--- config.mk ---
export PLATFORM = sky130hd
export DESIGN_NAME = lsu_ctrl
export DESIGN_NICKNAME = d
export VERILOG_FILES = /design/src/rtl/riscv_pkg.sv /design/src/rtl/lsu_align.sv /design/src/rtl/lsu_ctrl.sv
export SDC_FILE = /design/constraint.sdc
export NUM_CORES = 1
export LEC_CHECK = 0
export ABC_AREA = 0
export CAP_MARGIN = 40
export CELL_PAD_IN_SITES_DETAIL_PLACEMENT = 1
export CELL_PAD_IN_SITES_GLOBAL_PLACEMENT = 1
export CORE_ASPECT_RATIO = 1.25
export CORE_UTILIZATION = 32
export DETAILED_ROUTE_END_ITERATION = 10
export GPL_TIMING_DRIVEN = 0
export MAX_ROUTING_LAYER = met4
export PLACE_DENSITY_LB_ADDON = 0.1
export SKIP_CTS_REPAIR_TIMING = 1
export SLEW_MARGIN = 40
export SYNTH_ARGS = -nofsm -noshare
export SYNTH_HDL_FRONTEND = slang
export SYNTH_SLANG_ARGS = --single-unit
--- constraint.sdc ---
create_clock -name clk -period 3.3 [get_ports clk]
set_clock_uncertainty 0.15 [all_clocks]
set_input_delay 0.66 -clock clk [delete_from_list [all_inputs] [get_ports clk]]
set_output_delay 0.66 -clock clk [all_outputs]
set_load 0.02 [all_outputs]
--- src/rtl/riscv_pkg.sv ---
// rtl/riscv_pkg.sv - memory access size/sign types, LSU state encoding and alignment helpers
package riscv;

    typedef enum logic [1:0] {
        BYTE  = 2'b00,
        HWORD = 2'b01,
        WORD  = 2'b10
    } mem_size_t;

    typedef enum logic {
        SIGNED   = 1'b0,
        UNSIGNED = 1'b1
    } sign_t;

    typedef enum logic [1:0] {
        IDLE = 2'b00,
        REQ  = 2'b01,
        WAIT = 2'b10,
        RESP = 2'b11
    } lsu_state_t;

    // Byte lanes touched by an access of the given size at the given word offset.
    function automatic logic [3:0] lsu_be(input logic [1:0] size, input logic [1:0] addr_lo);
        logic [3:0] be;
        case (size)
            BYTE:    be = 4'b0001 << addr_lo;
            HWORD:   be = 4'b0011 << {addr_lo[1], 1'b0};
            default: be = 4'b1111;
        endcase
        return be;
    endfunction

    // Size 2'b11 is not an encoding the core ever issues, so it is rejected like a misalignment.
    function automatic logic lsu_misaligned(input logic [1:0] size, input logic [1:0] addr_lo);
        logic bad;
        case (size)
            BYTE:    bad = 1'b0;
            HWORD:   bad = addr_lo[0];
            WORD:    bad = (addr_lo != 2'b00);
            default: bad = 1'b1;
        endcase
        return bad;
    endfunction

endpackage

--- src/rtl/lsu_align.sv ---
// rtl/lsu_align.sv - byte enables, store lane replication and load shift/extension
// size/is_unsigned/addr_lo describe the access; st_data/ld_raw are raw register and bus words;
// be/st_lanes go to the bus, ld_data is the extended register value.
module lsu_align
    import riscv::*;
(
    input  logic [1:0]  size,
    input  logic        is_unsigned,
    input  logic [1:0]  addr_lo,
    input  logic [31:0] st_data,
    input  logic [31:0] ld_raw,
    output logic [3:0]  be,
    output logic [31:0] st_lanes,
    output logic [31:0] ld_data
);

    logic [31:0] shifted;

    always_comb begin
        be       = lsu_be(size, addr_lo);
        st_lanes = st_data;
        ld_data  = 32'h0;
        shifted  = ld_raw >> {addr_lo, 3'b000};

        case (size)
            BYTE:  st_lanes = {4{st_data[7:0]}};
            HWORD: st_lanes = {2{st_data[15:0]}};
            default: st_lanes = st_data;
        endcase

        // A word load has no upper bits to fill, so the sign flag is irrelevant there.
        case (size)
            BYTE:    ld_data = is_unsigned ? {24'h0, shifted[7:0]}
                                           : {{24{shifted[7]}}, shifted[7:0]};
            HWORD:   ld_data = is_unsigned ? {16'h0, shifted[15:0]}
                                           : {{16{shifted[15]}}, shifted[15:0]};
            default: ld_data = shifted;
        endcase
    end

endmodule

--- src/rtl/lsu_ctrl.sv ---
// rtl/lsu_ctrl.sv - load/store controller: request capture, memory handshake, timeout, writeback
// req_*: decoded access in; mem_*: data-memory request/grant/response port;
// wb_*: one-cycle register writeback; misalign_o/bus_err_o/err_addr_o: error reporting.
module lsu_ctrl
    import riscv::*;
#(
    parameter int TIMEOUT = 255
) (
    input  logic        clk,
    input  logic        rst,
    input  logic        req_valid_i,
    output logic        req_ready_o,
    input  logic        req_is_store_i,
    input  logic [1:0]  req_size_i,
    input  logic        req_unsigned_i,
    input  logic [31:0] req_addr_i,
    input  logic [31:0] req_wdata_i,
    input  logic [4:0]  req_rd_i,
    output logic        mem_req_o,
    output logic        mem_we_o,
    output logic [31:0] mem_addr_o,
    output logic [3:0]  mem_be_o,
    output logic [31:0] mem_wdata_o,
    input  logic        mem_gnt_i,
    input  logic        mem_rvalid_i,
    input  logic [31:0] mem_rdata_i,
    output logic        wb_valid_o,
    output logic [4:0]  wb_rd_o,
    output logic [31:0] wb_data_o,
    output logic        misalign_o,
    output logic        bus_err_o,
    output logic [31:0] err_addr_o
);

    // The counter only ever needs to hold 0..TIMEOUT-1 before the access is abandoned.
    localparam int CW = (TIMEOUT < 2) ? 1 : $clog2(TIMEOUT);
    localparam logic [CW-1:0] CNT_LAST = CW'(TIMEOUT - 1);

    lsu_state_t  state_q, state_d;
    logic [CW-1:0] cnt_q;
    logic        we_q, uns_q;
    logic [1:0]  size_q;
    logic [31:0] addr_q, wdata_q, wb_data_q, err_addr_q;
    logic [4:0]  rd_q;
    logic        misalign_q, bus_err_q;

    logic        accept, bad_req, in_flight, done, timeout;
    logic [3:0]  be;
    logic [31:0] st_lanes, ld_data;

    lsu_align u_align (
        .size        (size_q),
        .is_unsigned (uns_q),
        .addr_lo     (addr_q[1:0]),
        .st_data     (wdata_q),
        .ld_raw      (mem_rdata_i),
        .be          (be),
        .st_lanes    (st_lanes),
        .ld_data     (ld_data)
    );

    assign accept    = req_valid_i && (state_q == IDLE);
    assign bad_req   = lsu_misaligned(req_size_i, req_addr_i[1:0]);
    assign in_flight = (state_q == REQ) || (state_q == WAIT);
    // A grant carrying its response in the same cycle finishes the access outright.
    assign done      = ((state_q == REQ)  && mem_gnt_i && mem_rvalid_i) ||
                       ((state_q == WAIT) && mem_rvalid_i);
    // A completion arriving on the last allowed cycle takes priority over the timeout.
    assign timeout   = in_flight && (cnt_q == CNT_LAST) && !done;

    always_comb begin
        state_d     = state_q;
        req_ready_o = 1'b0;
        mem_req_o   = 1'b0;
        wb_valid_o  = 1'b0;
        case (state_q)
            IDLE: begin
                req_ready_o = 1'b1;
                if (accept && !bad_req) state_d = REQ;
            end
            REQ: begin
                mem_req_o = 1'b1;
                if (done)           state_d = we_q ? IDLE : RESP;
                else if (timeout)   state_d = IDLE;
                else if (mem_gnt_i) state_d = WAIT;
            end
            WAIT: begin
                if (done)         state_d = we_q ? IDLE : RESP;
                else if (timeout) state_d = IDLE;
            end
            RESP: begin
                // x0 loads still pass through RESP but never write the register file.
                wb_valid_o = (rd_q != 5'd0);
                state_d    = IDLE;
            end
            default: state_d = IDLE;
        endcase
    end

    always_ff @(posedge clk) begin
        if (!rst) begin
            state_q    <= IDLE;
            cnt_q      <= '0;
            we_q       <= 1'b0;
            uns_q      <= 1'b0;
            size_q     <= 2'b00;
            addr_q     <= 32'h0;
            wdata_q    <= 32'h0;
            rd_q       <= 5'd0;
            wb_data_q  <= 32'h0;
            err_addr_q <= 32'h0;
            misalign_q <= 1'b0;
            bus_err_q  <= 1'b0;
        end else begin
            state_q    <= state_d;
            misalign_q <= accept && bad_req;
            bus_err_q  <= timeout;

            if (accept && bad_req) err_addr_q <= req_addr_i;
            else if (timeout)      err_addr_q <= addr_q;

            if (accept && !bad_req) begin
                we_q    <= req_is_store_i;
                uns_q   <= req_unsigned_i;
                size_q  <= req_size_i;
                addr_q  <= req_addr_i;
                wdata_q <= req_wdata_i;
                rd_q    <= req_rd_i;
                cnt_q   <= '0;
            end else if (in_flight) begin
                cnt_q <= cnt_q + 1'b1;
            end

            if (done && !we_q) wb_data_q <= ld_data;
        end
    end

    // Bus qualifiers are forced low outside REQ so an idle bus shows no stale lanes.
    assign mem_we_o    = mem_req_o & we_q;
    assign mem_addr_o  = {addr_q[31:2], 2'b00};
    assign mem_be_o    = mem_req_o ? be : 4'b0000;
    assign mem_wdata_o = mem_req_o ? st_lanes : 32'h0;
    assign wb_rd_o     = rd_q;
    assign wb_data_o   = wb_data_q;
    assign misalign_o  = misalign_q;
    assign bus_err_o   = bus_err_q;
    assign err_addr_o  = err_addr_q;

endmodule

# ---- Word-level counts from Yosys, hierarchy flattened
# Index checks and enable logic that the tools add are counted.
dict set report totals {
  out_inout_bits 143
  in_bits 110
  wordCells 71
  reg_bits 149
}
dict set report op_classes {
  n_reduce_logical 22
  shift 3
  mux 21
  add_sub_neg 1
  bitwise 2
  eq_ne 10
}
# op count
set op_table {}
lappend op_table {{32-bit 2-to-1 mux} 5}
lappend op_table {{32-bit one-hot mux with 2 select lines} 2}
lappend op_table {{32-bit by 5-bit >> shifter with 32-bit output} 1}
lappend op_table {{2-bit 2-to-1 mux} 7}
lappend op_table {{1-bit logical AND} 9}
lappend op_table {{8-bit by 1-bit adder with 8-bit output (second input constant)} 1}
lappend op_table {{8-bit == test (second input constant)} 1}
lappend op_table {{2-bit one-hot mux with 4 select lines} 1}
lappend op_table {{4-bit one-hot mux with 2 select lines} 1}
lappend op_table {{2-bit by 1-bit == test with 1-bit output (second input constant)} 3}
lappend op_table {{2-bit == test (second input constant)} 3}
lappend op_table {{2-bit logical NOT} 3}
lappend op_table {{5-bit nonzero test} 1}
lappend op_table {{4-bit 2-to-1 mux} 1}
lappend op_table {{4-bit != test (second input constant)} 1}
lappend op_table {{2-bit nonzero test} 2}
lappend op_table {{1-bit by 2-bit left shift with 4-bit output (first input constant)} 1}
lappend op_table {{2-bit by 2-bit left shift with 4-bit output (first input constant)} 1}
lappend op_table {{1-bit logical NOT} 3}
lappend op_table {{1-bit 2-to-1 mux} 3}
lappend op_table {{3-bit != test (second input constant)} 1}
lappend op_table {{1-bit one-hot mux with 3 select lines} 1}
lappend op_table {{3-bit AND reduction} 1}
lappend op_table {{1-bit logical OR} 2}
lappend op_table {{4 further kinds} 4}

# ---- Depth between registers and ports, before layout
# Gate-level depths: netlist of run 1.
dict set report depth {
  depth_word 9
  depth_mapped 8
  mapped_depth_nobuf 6
}

# ---- Modules after synthesis
# A second synthesis of run 1 with hierarchy kept.
dict set report hier_totals {
  hier_cells 936
  area_unflattened_um2 7452.1
}
# mod area_each_um2 cells_per_inst seq_area_each_um2 n_inst
set modules_own_cells {}
lappend modules_own_cells {lsu_ctrl 6147.1 752 2982.9 1}
lappend modules_own_cells {lsu_align 1305.0 184 0.0 1}

# ---- Worst setup path before layout of run 1
# Ideal clock, no wire load.
dict set report synth_path {
  path_type {register -> output}
  from {reg size_q[1]}
  to {out mem_wdata_o[10]}
  arrival_ns 1.614
  path_slack_ns 0.876
  path_stages_with_launch 6
  n_path_buf 2
  required_ns 2.490
  cell_sequence {dfxtp_1 buf_4 clkbuf_1 nor2_1 nand2_1 a21boi_0}
}
dict set report synth_via {
  elab_chain_len 3
  word_cells_on_any_way 4
  cone_classes {eq/ne: 1; mux: 2; reduce/logical: 1}
}
# item line_no
set synth_lines {}
lappend synth_lines {{from (decl)} lsu_ctrl.sv:42} ;# logic [1:0] size_q;
lappend synth_lines {{from (signal assigned)} lsu_ctrl.sv:125} ;# size_q <= req_size_i;
lappend synth_lines {{2-bit by 1-bit == test with 1-bit output or 2-bit logical NOT (tied branches)} lsu_align.sv:25} ;# case (size)
lappend synth_lines {{32-bit one-hot mux with 2 select lines *} lsu_align.sv:25}
lappend synth_lines {{32-bit 2-to-1 mux *} lsu_ctrl.sv:142} ;# assign mem_wdata_o = mem_req_o ? st_lanes : 32'h0;
lappend synth_lines {{to (decl)} lsu_ctrl.sv:23} ;# output logic [31:0] mem_wdata_o,
# Mark *: on every way between the ends. The rest lies on a longest branch, timed or not.

# ---- Worst setup path in the final report of run 1
dict set report layout_path {
  from {reg state_q[1]}
  to {out mem_wdata_o[30]}
}
dict set report layout_via {
  elab_chain_len 3
}
# item line_no
set layout_lines {}
lappend layout_lines {{from (decl)} lsu_ctrl.sv:39} ;# lsu_state_t state_q, state_d;
lappend layout_lines {{from (signal assigned)} lsu_ctrl.sv:115} ;# state_q <= state_d;
lappend layout_lines {{2-bit by 1-bit == test with 1-bit output} lsu_ctrl.sv:76} ;# case (state_q)
lappend layout_lines {{1-bit 2-to-1 mux} lsu_ctrl.sv:76}
lappend layout_lines {{32-bit 2-to-1 mux} lsu_ctrl.sv:142}
# No other way between the ends.

==> out/metrics.cfg, run 1 <==
[power]
pwr-share-comb_pct=28.8
p_sw_mw=1.96
overall_power_of_the_completed_layout_mw=5.88
power_report.internal_total_mw=3.91
clkPwrFrac_pct=34.4
leakagePower_nw=3.70
switching_share_of_total_power_pct=33.4
power_density_mw_per_mm2=557
ir_worst_vdd_mv=0.406
seq_power_share_pct=36.8

[synth]
synth_top_area_cell=sky130_fd_sc_hd__dfxtp_1
synth.distinct_cells=43
yosysWarningCount=0
netlist_top_cells_count=sky130_fd_sc_hd__nand2_1, sky130_fd_sc_hd__dfxtp_1, sky130_fd_sc_hd__a21oi_1
seq_area_frac_synth_pct=42.2
synthCells=870
syn_avg_cell_area_sq_um=8.13
synth_edf_count=0
mappedNetlistArea_sq_mm=0.00708
synth_async_sr_flop_share_pct=0
yosys_register_bits=149
synth.top_cell.area_share_pct=42.2
synthMostInstantiatedCell=sky130_fd_sc_hd__nand2_1
synth_flop_cell=sky130_fd_sc_hd__dfxtp_1
synth_area_leaders=sky130_fd_sc_hd__dfxtp_1, sky130_fd_sc_hd__nand2_1, sky130_fd_sc_hd__a21oi_1

[setup_path]
critical_path.endpoint_type=output port
worst_ep_arrival_time_ns=2.41
critical_setup_path_class=register to output port
cp_top_family=buffers and inverters
critical-path-slowest-cell=sky130_fd_sc_hd__clkdlybuf4s50_1
worstPathMaxFanout=10
startpoint_types=register
cells_along_the_critical_path=inv_1 -> ha_2 -> clkbuf_1 -> and2_1 -> clkdlybuf4s50_1
worst_ep_required_time_ns=2.49
timing.critical_path.buf_inv=3
max_stage_delay_ns=0.62

[placement]
finalWeightedCongestion=0.817
port-buffer-count=250
hpwl_um=18900
dp_cells=1400
dp_slack_ns=0.0928

[sta]
holdWs_ns=0.309
final.period_utilization_pct=97.5
slew_headroom_pct=49.5
finalSetupViolCount=0
timing.final.max_slew_violations=0
unrepaired_setup_endpoints_after_global_routing=no
finalHoldViolations=0
worst_slew_pin_slew_ns=0.757
period_minus_slack_ns=3.22
finalWorstSetupSlack_ns=0.0834
clock.fmax_mhz=311

[floorplan]
design.core.area_sq_mm=0.0216
boundaryPins=253
floorplan.die.width_um=135
die_height_um=168
rows=60
fp.dieArea_sq_mm=0.0227
initial_core_util_pct=32.7

[routing]
drcViolationCount=0
detail_route.first_pass.iterations=6
post_drt_via_cell_ratio=4.88
route.detailed.wl_per_inst_um=17.7
via_count=6975
postRouteAntennaNets=0
drc_violation_total_after_the_first_tritonroute_iteration=252
routed_wl_um=25200

[grt]
grt_antenna_before_repair=0
grt_pass1_wl_um=38800
pin_count_of_the_biggest_net_entering_global_routing=17
grt_pass1_vias=7068
groute.usage.overall_pct=23.0
grt_overflow=0

[clock_network]
cts_inserted_buffers=17
cts-root-to-sink-buffers=2
cts.clk_slew.worst_paths_ns=0.07
cts_root_buf=sky130_fd_sc_hd__clkbuf_16
worst_skew_late_latency_ns=0.44
cts_htree_levels=4
tritoncts_clock_tree=done
cts.sinks=149

[final_layout]
flow.area_growth_from_synthesis_pct=49.0
final-instance-count-excl-fill=1428
seq_area_sq_mm=0.00298
fin_nets=1255
post_route_cells_drive_above_1_share_pct=9.92
multi_input_comb_area_sq_mm=0.00354
insertedDiodeCount=0
fillerInstances=2603
finalCoreUtilization_pct=48.8

[flow_run]
cap_violations=0

[outcome]
outcome=finished, final reports clean

[worst_hold_path]
worstHoldPathType=register to register

flip-flops by register name, indices dropped and copies added, names as in the netlist:
name,count
wb_rd_o,5
wb_data_o,32
we_q,1
cnt_q,8
size_q,2
wdata_q,32
err_addr_o,32
misalign_o,1
bus_err_o,1
state_q,2
addr_q,32
uns_q,1
worst reg2reg max path: stages, from the launching register on:
cell,delay [ns]
sky130_fd_sc_hd__dfxtp_1,0.42
sky130_fd_sc_hd__inv_1,0.13
sky130_fd_sc_hd__ha_1,0.30
sky130_fd_sc_hd__clkbuf_1,0.32
sky130_fd_sc_hd__nand4_1,0.25
sky130_fd_sc_hd__a211oi_4,0.53
sky130_fd_sc_hd__buf_6,0.27
sky130_fd_sc_hd__mux2i_1,0.21
sky130_fd_sc_hd__a21oi_1,0.09
metrics by stage:
stage                     instance area, sq um  setup TNS (ns)
after detailed placement                  9930               0
after CTS                                10500           -5.80
after floorplan                           7080               0
after global routing                     10500               0
after global placement                    9930               0
final                                    10500               0
cells in the final DEF (no fill, tap or decap), types with 10 or more instances in the layout:
| master | netlist | final |
|---|---|---|
| sky130_fd_sc_hd__clkbuf_16 | 0 | 17 |
| sky130_fd_sc_hd__clkbuf_1 | 54 | 45 |
| sky130_fd_sc_hd__and2_1 | 18 | 18 |
| sky130_fd_sc_hd__nand2_1 | 209 | 209 |
| sky130_fd_sc_hd__nor2_1 | 19 | 18 |
| sky130_fd_sc_hd__a21oi_1 | 132 | 132 |
| sky130_fd_sc_hd__nor2b_1 | 11 | 11 |
| sky130_fd_sc_hd__mux2i_1 | 66 | 66 |
| sky130_fd_sc_hd__o21ai_0 | 65 | 65 |
| sky130_fd_sc_hd__buf_4 | 34 | 35 |
| sky130_fd_sc_hd__clkdlybuf4s50_1 | 0 | 245 |
| sky130_fd_sc_hd__a21oi_2 | 10 | 10 |
| sky130_fd_sc_hd__dfxtp_1 | 149 | 149 |
per-layer routing:
layer  part of all wire [%]  track usage (%)
met1                     44             27.6
met5                      0                -
met3                    5.8             5.60
met4                    1.4             5.67
met2                     48             38.3
power groups by stage:
stage	sequential [mW]	combinational, mW	clock, mW
final	2.16	1.69	2.02
after CTS	2.17	1.71	2.05
after global placement	2.20	1.68	0
after floorplan	2.31	0.781	0
after detailed placement	2.20	1.70	0
after global routing	2.19	1.84	2.11
final cells by class:
class                   instances  share of cell area (%)
plain buffers                  93                    5.00
clock buffers                  17                    4.04
clock inverters                15                    1.58
inverters                       7                   0.249
multi-input cells             617                    33.6
flip-flops and latches        149                    28.3
well taps                     279                    3.31
repair buffers                251                    23.9
path summary, 6_finish.rpt:
path         slack [ns]        start         endpoint  cells after the start
max                0.08   state_q[1]  mem_wdata_o[30]                      5
min                0.31  wdata_q[20]      wdata_q[20]                      2
max reg2reg        0.49   state_q[0]   err_addr_o[11]                      8
min reg2reg        0.31  wdata_q[20]      wdata_q[20]                      2
logic make-up (layout without fill, tap and decap cells):
| group | Yosys count | count (layout) | share of synthesized area, % |
|---|---|---|---|
| AOI/OAI and AO/OA | 244 | 244 | 19.8 |
| xor gates and xnor gates | 7 | 7 | 0.867 |
| adders and majority gates | 9 | 9 | 1.59 |
| buffers and inverters | 105 | 383 | 7.99 |
| DFF | 149 | 149 | 42.2 |
| muxes | 74 | 74 | 10.8 |
| other | 1 | 2 | 0.0530 |
| and+or+nand+nor | 281 | 281 | 16.8 |
(Power assumes the default switching activity.)
==> run 2, diff against run 1 <==
- CORE_UTILIZATION: 32 -> 33
- SYNTH_HIERARCHICAL: default -> 1
- TNS_END_PERCENT: default -> 100
==> run 2 against run 1 <==
Effect of this change:
- non-clock buffer count is 17 higher
- power is 7.1% lower
- wire length is 1.8% higher
- cell count is 5.1% higher
- utilization is 0.60 points higher
- critical path type unchanged
==> out/metrics.cfg, run 2 <==
[outcome]
outcome=finished, final reports clean

[floorplan]
design.core.area_sq_mm=0.0222
fp.dieArea_sq_mm=0.0232
rows=61
initial_core_util_pct=33.6
floorplan.die.width_um=136
boundaryPins=253
die_height_um=170

[clock_network]
cts-root-to-sink-buffers=2
cts_inserted_buffers=17
cts_htree_levels=4
cts_root_buf=sky130_fd_sc_hd__clkbuf_16
cts.sinks=149
worst_skew_late_latency_ns=0.43
tritoncts_clock_tree=done
cts.clk_slew.worst_paths_ns=0.06

[synth]
synth_area_leaders=sky130_fd_sc_hd__dfxtp_1, sky130_fd_sc_hd__nand2_1, sky130_fd_sc_hd__a21oi_1
syn_avg_cell_area_sq_um=7.96
mappedNetlistArea_sq_mm=0.00745
synth_top_area_cell=sky130_fd_sc_hd__dfxtp_1
yosys_register_bits=149
synth_async_sr_flop_share_pct=0
synth.distinct_cells=52
synth.top_cell.area_share_pct=40.0
yosysWarningCount=6
synth_flop_cell=sky130_fd_sc_hd__dfxtp_1
netlist_top_cells_count=sky130_fd_sc_hd__nand2_1, sky130_fd_sc_hd__a21oi_1, sky130_fd_sc_hd__dfxtp_1
seq_area_frac_synth_pct=40.0
synth_edf_count=0
synthCells=936
synthMostInstantiatedCell=sky130_fd_sc_hd__nand2_1

[setup_path]
worstPathMaxFanout=10
worst_ep_arrival_time_ns=2.38
critical_path.endpoint_type=output port
startpoint_types=register
critical_setup_path_class=register to output port
worst_ep_required_time_ns=2.49

[final_layout]
final-instance-count-excl-fill=1501
flow.area_growth_from_synthesis_pct=47.1
commonest_non_fill_non_tap_cell_in_the_layout=sky130_fd_sc_hd__clkdlybuf4s50_1
fin_nets=1322
most-common-layout-cells=sky130_fd_sc_hd__clkdlybuf4s50_1, sky130_fd_sc_hd__nand2_1, sky130_fd_sc_hd__a21oi_1
insertedDiodeCount=0
post_route_cells_drive_above_1_share_pct=12.2

[sta]
clock.fmax_mhz=313
period_minus_slack_ns=3.19
finalHoldViolations=0
finalSetupViolCount=0
unrepaired_setup_endpoints_after_global_routing=no
holdWs_ns=0.305
worst_slew_pin_slew_ns=0.712
fin_tns_setup_ns=0
timing.final.max_slew_violations=0
slew_headroom_pct=52.4
final.period_utilization_pct=96.8

[power]
overall_power_of_the_completed_layout_mw=5.46
seq_power_share_pct=37.4
power_density_mw_per_mm2=498
clkPwrFrac_pct=37.2
power_report.internal_total_mw=3.73
pwr-share-comb_pct=25.4
switching_share_of_total_power_pct=31.7
ir_worst_vdd_mv=0.342
leakagePower_nw=4.09
p_sw_mw=1.73

[grt]
grt_overflow=0
grt_pass1_vias=7211
groute.usage.overall_pct=22.7
pin_count_of_the_biggest_net_entering_global_routing=17
grt_antenna_before_repair=0
grt_pass1_wl_um=39200

[routing]
route.detailed.wl_per_inst_um=17.1
drcViolationCount=0
detail_route.first_pass.iterations=5
via_count=7334
drc_violation_total_after_the_first_tritonroute_iteration=270
routed_wl_um=25700
postRouteAntennaNets=0
post_drt_via_cell_ratio=4.89

[placement]
dp_cells=1469
hpwl_um=19500
finalWeightedCongestion=0.854
port-buffer-count=249

[worst_hold_path]
worstHoldPathType=register to register

[flow_run]
cap_violations=0

-- run 2: cell count changes after synthesis, sizes merged, moves of 9 or more --
cell     change
nand4        +9
nand2       +23
a21oi       +19
mux2i       -17
and2        +20
o2bb2ai      -9
o21ai       -22
mux2        +19
buf         +22
-- run 2: cell families after synthesis --
kind of cell	count (synthesis)	share of synthesized area [%]
AO/OA/AOI/OAI	235	17.2
XOR/XNOR	8	0.940
adder cells (fa/ha/maj)	7	1.18
buffers and inverters	118	9.10
flip-flops	149	40.0
multiplexers	75	10.5
other	1	0.0503
AND/OR/NAND/NOR	343	21.0
-- run 2: routing by layer --
metal  track usage (%)  vias to the layer above  part of all wire (%)
li1                  -                     3657                     -
met1              27.0                     3463                    44
met2              38.0                      187                    49
met3              4.97                       27                   5.5
met4              7.00                        0                   1.6
met5                 -                        -                     0
-- run 2: layout make-up --
cell class                 instances  area [sq um]
clock inverter                    15           179
tap                              283           354
fill                            2700         11200
multi-input combinational        670          3800
inverter                           6          22.5
sequential                       149          2980
clock buffer                      17           425
timing repair buffer             251          2520
buffer                           110           673
-- run 2: power groups by stage --
stage,logic [mW],clock network [mW],registers (mW)
finish,1.38,2.03,2.04
global route,1.50,2.14,2.06
CTS,1.39,2.08,2.04
detailed placement,1.38,0,2.08
global placement,1.37,0,2.08
floorplan,0.689,0,2.14
-- run 2: worst paths after layout --
check                           slack, ns               to  cells past startpoint        from
worst min-delay path                 0.31        size_q[0]                      2   size_q[0]
worst min register to register       0.31        size_q[0]                      2   size_q[0]
worst max-delay path                 0.11  mem_wdata_o[25]                      7   size_q[1]
worst max register to register       0.77   err_addr_o[18]                      8  state_q[0]
-- run 2: worst max-delay path, cell delays in order, from the launching register on --
cell	delay, ns
sky130_fd_sc_hd__dfxtp_1	0.33
sky130_fd_sc_hd__buf_2	0.21
sky130_fd_sc_hd__buf_4	0.25
sky130_fd_sc_hd__clkbuf_4	0.23
sky130_fd_sc_hd__nand2_1	0.07
sky130_fd_sc_hd__o21ai_0	0.08
sky130_fd_sc_hd__and2_1	0.18
sky130_fd_sc_hd__clkdlybuf4s50_1	0.61
-- run 2: metrics by stage --
| stage | cell area [sq um] | worst slack (ns) | util, % |
|---|---|---|---|
| global placement | 10300 | 0.0759 | 46.4 |
| floorplan | 7460 | 0.984 | - |
| CTS | 10900 | -0.457 | 49.1 |
| global route | 11000 | 0.0108 | 49.4 |
| finish | 11000 | 0.105 | 49.4 |
| detailed placement | 10300 | 0.0340 | 46.4 |
==> run 3, diff against run 2 <==
- CAP_MARGIN: 40 -> 10
==> results of run 3 <==
The final DEF is identical to that of run 2; final timing and power are the same.
